<file path="config.mk">
export PLATFORM = sky130hd
export DESIGN_NAME = seq_alu
export DESIGN_NICKNAME = d
export VERILOG_FILES = /design/src/rtl/seq_alu.sv
export SDC_FILE = /design/constraint.sdc
export NUM_CORES = 1
export LEC_CHECK = 0
export CAP_MARGIN = 10
export CORE_MARGIN = 2
export CORE_UTILIZATION = 50
export CTS_BUF_LIST = sky130_fd_sc_hd__clkbuf_4 sky130_fd_sc_hd__clkbuf_8
export DETAILED_ROUTE_END_ITERATION = 12
export GPL_ROUTABILITY_DRIVEN = 0
export PLACE_DENSITY = 0.81
export SKIP_CTS_REPAIR_TIMING = 1
export SYNTH_ARGS = -nofsm -noshare
export SYNTH_HDL_FRONTEND = slang
export SYNTH_SLANG_ARGS = --single-unit
</file>
<file path="constraint.sdc">
create_clock -name clk -period 3.3 [get_ports clk]
set_input_delay 0.495 -clock clk [delete_from_list [all_inputs] [get_ports clk]]
set_output_delay 0.495 -clock clk [all_outputs]
set_load 0.01 [all_outputs]
</file>
<file path="src/rtl/seq_alu.sv">
// Multi-cycle ALU: compare, subtract-with-carry, radix-4 Booth and shift-add multiply.
// Operands latch on a start/busy/done handshake; F/Cout are registered and held.
module seq_alu #(
  parameter int W = 8
) (
  input  logic           clk,
  input  logic           rst_n,
  input  logic           start,
  input  logic [1:0]     S,
  input  logic [W-1:0]   X,
  input  logic [W-1:0]   Y,
  input  logic           Cin,
  output logic           busy,
  output logic           done,
  output logic [2*W-1:0] F,
  output logic           Cout
);

  localparam int CW = $clog2(W + 2);

  typedef enum logic [1:0] {
    IDLE,
    EXEC,
    DONE
  } state_t;

  state_t         state_q, state_d;
  logic [CW-1:0]  cnt_q, cnt_d;
  logic [CW-1:0]  last_c;
  logic [1:0]     op_q, op_d;
  logic [W-1:0]   a_q, a_d;
  logic [W:0]     m_q, m_d;
  logic           cin_q, cin_d;
  logic [2*W-1:0] acc_q, acc_d;
  logic [2*W-1:0] f_q, f_d;
  logic           cout_q, cout_d;

  logic           accept;
  logic [W-1:0]   y_op;
  logic [W:0]     sum;
  logic [2*W-1:0] xs;
  logic [2*W-1:0] pp;
  logic [W:0]     hi;

  // m_q holds {Y,0}; top three bits form the current Booth window
  assign y_op = m_q[W:1];
  assign xs   = {{W{a_q[W-1]}}, a_q};
  assign hi   = acc_q[2*W-1:W-1];
  assign sum  = {1'b0, a_q} + {1'b0, (~y_op) + 1'b1}
              + {{W{1'b0}}, cin_q};

  always_comb begin
    pp = '0;
    unique case (m_q[W:W-2])
      3'b001, 3'b010: pp = xs;
      3'b011:         pp = xs << 1;
      3'b100:         pp = -(xs << 1);
      3'b101, 3'b110: pp = -xs;
      default:        pp = '0;
    endcase
  end

  always_comb begin
    last_c = '0;
    unique case (op_q)
      2'b10:   last_c = CW'(W / 2);
      2'b11:   last_c = CW'(W);
      default: last_c = '0;
    endcase
  end

  assign accept = start && (state_q != EXEC);

  always_comb begin
    state_d = state_q;
    cnt_d   = cnt_q;
    op_d    = op_q;
    a_d     = a_q;
    m_d     = m_q;
    cin_d   = cin_q;
    acc_d   = acc_q;
    f_d     = f_q;
    cout_d  = cout_q;
    if (state_q == EXEC) begin
      if (cnt_q == last_c) begin
        state_d = DONE;
        unique case (op_q)
          2'b00: begin
            f_d    = '0;
            cout_d = (a_q <= y_op);
          end
          2'b01: begin
            f_d    = {{W{1'b0}}, sum[W-1:0]};
            cout_d = sum[W];
          end
          2'b10: begin
            f_d    = acc_q;
            cout_d = !((&hi) || !(|hi));
          end
          default: begin
            f_d    = acc_q;
            cout_d = |acc_q[2*W-1:W];
          end
        endcase
      end else begin
        cnt_d = cnt_q + CW'(1);
        if (op_q == 2'b10) begin
          acc_d = (acc_q << 2) + pp;
          m_d   = m_q << 2;
        end else if (op_q == 2'b11) begin
          acc_d = (acc_q << 1)
                + (m_q[W] ? {{W{1'b0}}, a_q} : '0);
          m_d   = m_q << 1;
        end
      end
    end else if (state_q == DONE) begin
      state_d = IDLE;
    end
    if (accept) begin
      state_d = EXEC;
      cnt_d   = '0;
      op_d    = S;
      a_d     = X;
      m_d     = {Y, 1'b0};
      cin_d   = Cin;
      acc_d   = '0;
    end
  end

  always_ff @(posedge clk) begin
    if (!rst_n) begin
      state_q <= IDLE;
      cnt_q   <= '0;
      op_q    <= '0;
      a_q     <= '0;
      m_q     <= '0;
      cin_q   <= 1'b0;
      acc_q   <= '0;
      f_q     <= '0;
      cout_q  <= 1'b0;
    end else begin
      state_q <= state_d;
      cnt_q   <= cnt_d;
      op_q    <= op_d;
      a_q     <= a_d;
      m_q     <= m_d;
      cin_q   <= cin_d;
      acc_q   <= acc_d;
      f_q     <= f_d;
      cout_q  <= cout_d;
    end
  end

  assign busy = (state_q == EXEC);
  assign done = (state_q == DONE);
  assign F    = f_q;
  assign Cout = cout_q;

endmodule

</file>
After elaboration in Yosys (flattened, before gate mapping)
Index checks and enable logic that the tools add are counted.
{"block": "totals", "reg_bits": 59, "in_bits": 22, "output_inout_bits": 19, "word_cells": 77}
{"block": "classes", "addsub": 8, "magnitude_cmp": 1, "n_eq_ne": 16, "mux": 16, "bitwise": 3, "reduce_logical": 22}
{"cell": "16-bit case mux with 4 select lines", "n": 1}
{"cell": "9-bit two-way mux", "n": 5}
{"cell": "16-bit two-way mux", "n": 2}
{"cell": "16-bit negator", "n": 2}
{"cell": "16-bit case mux with 2 select lines", "n": 1}
{"cell": "16-bit adder", "n": 1}
{"cell": "16-bit by 8-bit adder with 16-bit output", "n": 1}
{"cell": "8-bit by 8-bit adder with 9-bit output", "n": 1}
{"cell": "9-bit by 1-bit adder with 9-bit output", "n": 1}
{"cell": "3-bit equality test (second input constant)", "n": 3}
{"cell": "9-bit AND reduction", "n": 1}
{"cell": "9-bit OR reduction", "n": 1}
{"cell": "8-bit by 1-bit adder with 8-bit output (second input constant)", "n": 1}
{"cell": "8-bit less-or-equal comparator", "n": 1}
{"cell": "8-bit two-way mux", "n": 1}
{"cell": "8-bit inverter", "n": 1}
{"cell": "4-bit case mux with 2 select lines", "n": 1}
{"cell": "2-bit AND reduction", "n": 4}
{"cell": "8-bit OR reduction", "n": 1}
{"cell": "2-bit equality test (second input constant)", "n": 3}
{"cell": "3-bit by 2-bit equality test with 1-bit output (second input constant)", "n": 2}
{"cell": "2-bit two-way mux", "n": 3}
{"cell": "3-bit AND reduction", "n": 2}
{"cell": "2-bit nonzero test", "n": 3}
{"cell": "16 further kinds", "n": 23}

Longest topological paths before layout
{"block": "depth", "depth_word": 6, "mapped_depth": 17, "mapped_depth_nobuf": 17}

Worst setup path after synthesis
OpenSTA, ideal clock, no wires.
{"block": "synth_timing", "path_kind": "reg-to-reg", "start": "register a_q[2]", "end": "register acc_q[11]", "setup_time_ns": 0.071, "arrival_ns": 3.334, "t_required_ns": 3.229, "slack_ns": -0.105, "stages_incl_launch_ff": 16, "path_buffers": 1, "synth_period_minus_slack_ns": 3.405, "path_cell_list": "dfxtp_1 buf_4 or4_1 nor2b_1 inv_1 ha_1 nor2_1 a31oi_1 o311ai_0 ha_1 o211a_1 a221oi_2 o21ai_1 xnor2_1 a221o_1 a21oi_1"}
{"block": "synth_via", "elab_chain_cells": 4}
{"element": "start, declared", "line": "31", "source": "logic [W-1:0] a_q, a_d;"}
{"element": "start signal, assigned", "line": "135", "source": "a_q <= '0;"}
{"element": "start signal, assigned", "line": "145", "source": "a_q <= a_d;"}
{"element": "16-bit negator, or another cell as far along", "line": "58", "source": "3'b101, 3'b110: pp = -xs;"}
{"element": "16-bit case mux with 4 select lines or 16-bit by 8-bit adder with 16-bit output (tied branches)", "line": "54, 112"}
{"element": "16-bit adder or 16-bit two-way mux (tied branches)", "line": "108, 110"}
{"element": "16-bit two-way mux (*)", "line": "107", "source": "if (op_q == 2'b10) begin"}
{"element": "end signal, assigned", "line": "138", "source": "acc_q <= '0;"}
{"element": "end signal, assigned", "line": "148", "source": "acc_q <= acc_d;"}
{"element": "end, declared", "line": "34", "source": "logic [2*W-1:0] acc_q, acc_d;"}
Every way passes the cells marked *; elsewhere a longest branch is shown, timed or not. The select of a mux whose other input is x is not followed.
A chain may end at the register's enable or synchronous reset.

Final worst setup path
{"block": "layout_timing", "start": "register a_q[1]", "end": "register acc_q[14]"}
Same word-level chain as after synthesis.

==> summary.txt <==
initial antenna violation count - 0
hold slack - 0.461 ns
RSZ-0062 raised after global routing - true
peak supply drop - 335 uV
sequential share of power - 0.353
ys async rst share - 0
sequential-to-total area share from yosys stat - 0.243
Std-Cell Rows - 35
Yosys warnings - 0
Post-Syn Instances - 642
outcome - finished with violations
relative slew slack - 0.347
Die Y - 102 microns
crit path max fanout - 5
Sw Pwr - 0.000761 W
Clock power frac - 0.298
worst slack at placement - -0.102 ns
Synth-to-Final Area Change - 24.4%
Crit Path Class - reg -> reg
endpoints failing hold - 0
Most used DFF post-synth - dfxtp_1
dpl hpwl - 10200 microns
synth unique cells - 63
chip width - 102 microns
fmax - 294 MHz
Critical R2R Launch - a_q[1]
critical path required time - 3.59 ns
DRT iter0 DRCs - 385
Skew-Pair Late Insertion Delay - 0.36 ns
critical path cell sequence - inv_4 > ha_4 > buf_6 > nor3b_4 > nor2_1 > xor2_1 > nand2_1 > a31oi_1 > ha_2 > a211oi_2 > o21bai_1 > or4_4 > a41oi_2 > xnor2_1 > a21oi_1 > o21ai_1
Worst path slowest cell - or4_4
largest net degree at the start of global routing - 35
Mapped Nets - 712
Clock Skew - 0.00975 ns
Seq cells post-synth - 58
Port Buffers - 40
first-pass GRT wire length - 22900 microns
DIE AREA - 0.0103 sq mm
HP Class - reg -> reg
total grt overflow - 0
vias in the first global route - 4850
P_leak - 2.43 nW
Cell Area, Synth - 0.00477 sq mm
post-route ant nets - 0
final wirelength - 14400 microns
Worst Path Buf+Inv - 2
worst-margin pin slew - 0.975 ns
Sw Share - 0.349
drt drc - 0
PwrDens - 367 mW/mm^2
HP Start - F[10]
H-tree levels - 3
synthesized area per cell - 7.44 sq um
Root Driver - clkbuf_8
WP data arrival - 3.70 ns
max incr delay on CP - 0.54 ns
register area - 0.00117 sq mm
layout cell share with drive strength beyond 1 - 0.159
multi-input gate area in the final layout - 0.00354 sq mm
fill count - 786
cts bufs inserted - 9
Final nets - 778
Max Slew Vio Count - 0
Initial Utilization - 0.517
CP delay by family, top - compound AO/OA/AOI/OAI gates
CTS clk-pin slew, worst paths - 0.08 ns
crit path launch - a_q[1]
total track usage - 0.282
drt pass-1 iters - 5
max_cap viols - 0
Final min period - 3.41 ns
DR vias/cell - 5.99
CTS tree - yes
routed length per placed instance - 17.2 microns
Startpoint Class - register
Int Pwr - 0.00142 W
Comb pwr share - 0.350
Max Root-Sink Buffers - 2
total number of vias - 5038
Final Cycle Share - 1.03
Final setup viols - 3
CP Capture Type - register
IO Count - 41
EDFF count, synth - 0
Antenna Cells - 0
Core Footprint - 0.00924 sq mm
setup ws final - -0.105 ns
clock sinks - 58
failing checks - setup timing
Yosys cell counts, types with 9 or more instances:
master	instances	area share
a221oi_1	13	0.024
ha_1	44	0.12
xor2_1	16	0.029
a21oi_1	70	0.073
o21ai_0	37	0.039
xnor2_1	25	0.046
nor3_1	14	0.015
dfxtp_1	58	0.24
inv_1	20	0.016
nand4_1	9	0.012
nand3_1	27	0.028
nand2_1	91	0.072
clkbuf_1	21	0.017
a211oi_1	10	0.016
nor2_1	62	0.049
buf_2	9	0.0094
power by group through the flow:
stage	Combinational (W)	Clock [W]	Sequential, W
final	0.000762	0.000649	0.000768
after global placement	0.000650	0	0.000781
after detailed placement	0.000675	0	0.000782
after CTS	0.000682	0.000649	0.000767
after global routing	0.000828	0.000672	0.000772
after floorplan	0.000450	0	0.000784
state kept, by name (all words and copies together), names as in the netlist:
name     count
F           16
acc_q       16
a_q          8
m_q          8
cnt_q        4
op_q         2
state_q      2
Cout         1
cin_q        1
tightest hold or removal path, stage by stage (launching register included):
cell,delay [ns]
dfxtp_1,0.32
nand2_1,0.05
a21oi_1,0.05
metrics by stage:
stage	instance area [sq um]	utilization	power (W)	TNS [ns]	std cells
CTS	5680	0.614	0.00210	-0.413	829
global placement	5500	0.595	0.00143	0	814
global route	5940	0.643	0.00227	-1.23	841
detailed placement	5500	0.595	0.00146	-0.346	814
finish	5940	0.643	0.00218	-0.230	841
floorplan	4800	-	0.00123	-0.000210	642
path summary, 6_finish.rpt:
check / cells after the start / end / slack (ns)
worst max register to register: 16 / acc_q[14] / -0.11
worst min-delay path: 2 / F[10] / 0.46
worst max-delay path: 16 / acc_q[14] / -0.11
worst min register to register: 2 / F[10] / 0.46
final cells by class:
type,instances,share of cell area
multi-input cells,524,0.596
flip-flops and latches,58,0.197
repair buffers,92,0.134
well taps,129,0.0272
clock buffers,9,0.0209
inverters,23,0.0150
clock inverters,6,0.00991
cells by family (layout without fill, tap and decap cells):
group                      Yosys count  in the layout  share of synthesized area
and+or+nand+nor                    239            239                      0.229
AOI/OAI and AO/OA                  192            192                      0.258
muxes                                4              4                    0.00891
DFF                                 58             58                      0.243
buffers and inverters               60            130                     0.0529
adders and majority gates           48             48                      0.132
xor gates and xnor gates            41             41                     0.0752
routing by layer:
metal / wire (microns) / share of wire / GRT usage
met1: 5840 / 0.40 / 0.347
met4: 706 / 0.049 / 0.161
met2: 6900 / 0.48 / 0.466
met3: 993 / 0.069 / 0.0455
met5: 0 / 0 / 0
cell usage in the layout (no fill, tap or decap), drive strengths merged, types with 5 or more instances in the layout:
master,instances
nand2,91
a21oi,70
nor2,62
dfxtp,58
buf,52
ha,44
o21ai,41
clkdlybuf4s50,40
nand3,27
xnor2,25
inv,20
xor2,16
nor3,14
a221oi,14
a211oi,12
nand4,9
clkbuf,9
nor2b,9
o211ai,8
o21a,8
clkinv,8
a21o,7
a31oi,7
and2,5
No activity file was read; power rests on OpenSTA's default activity.
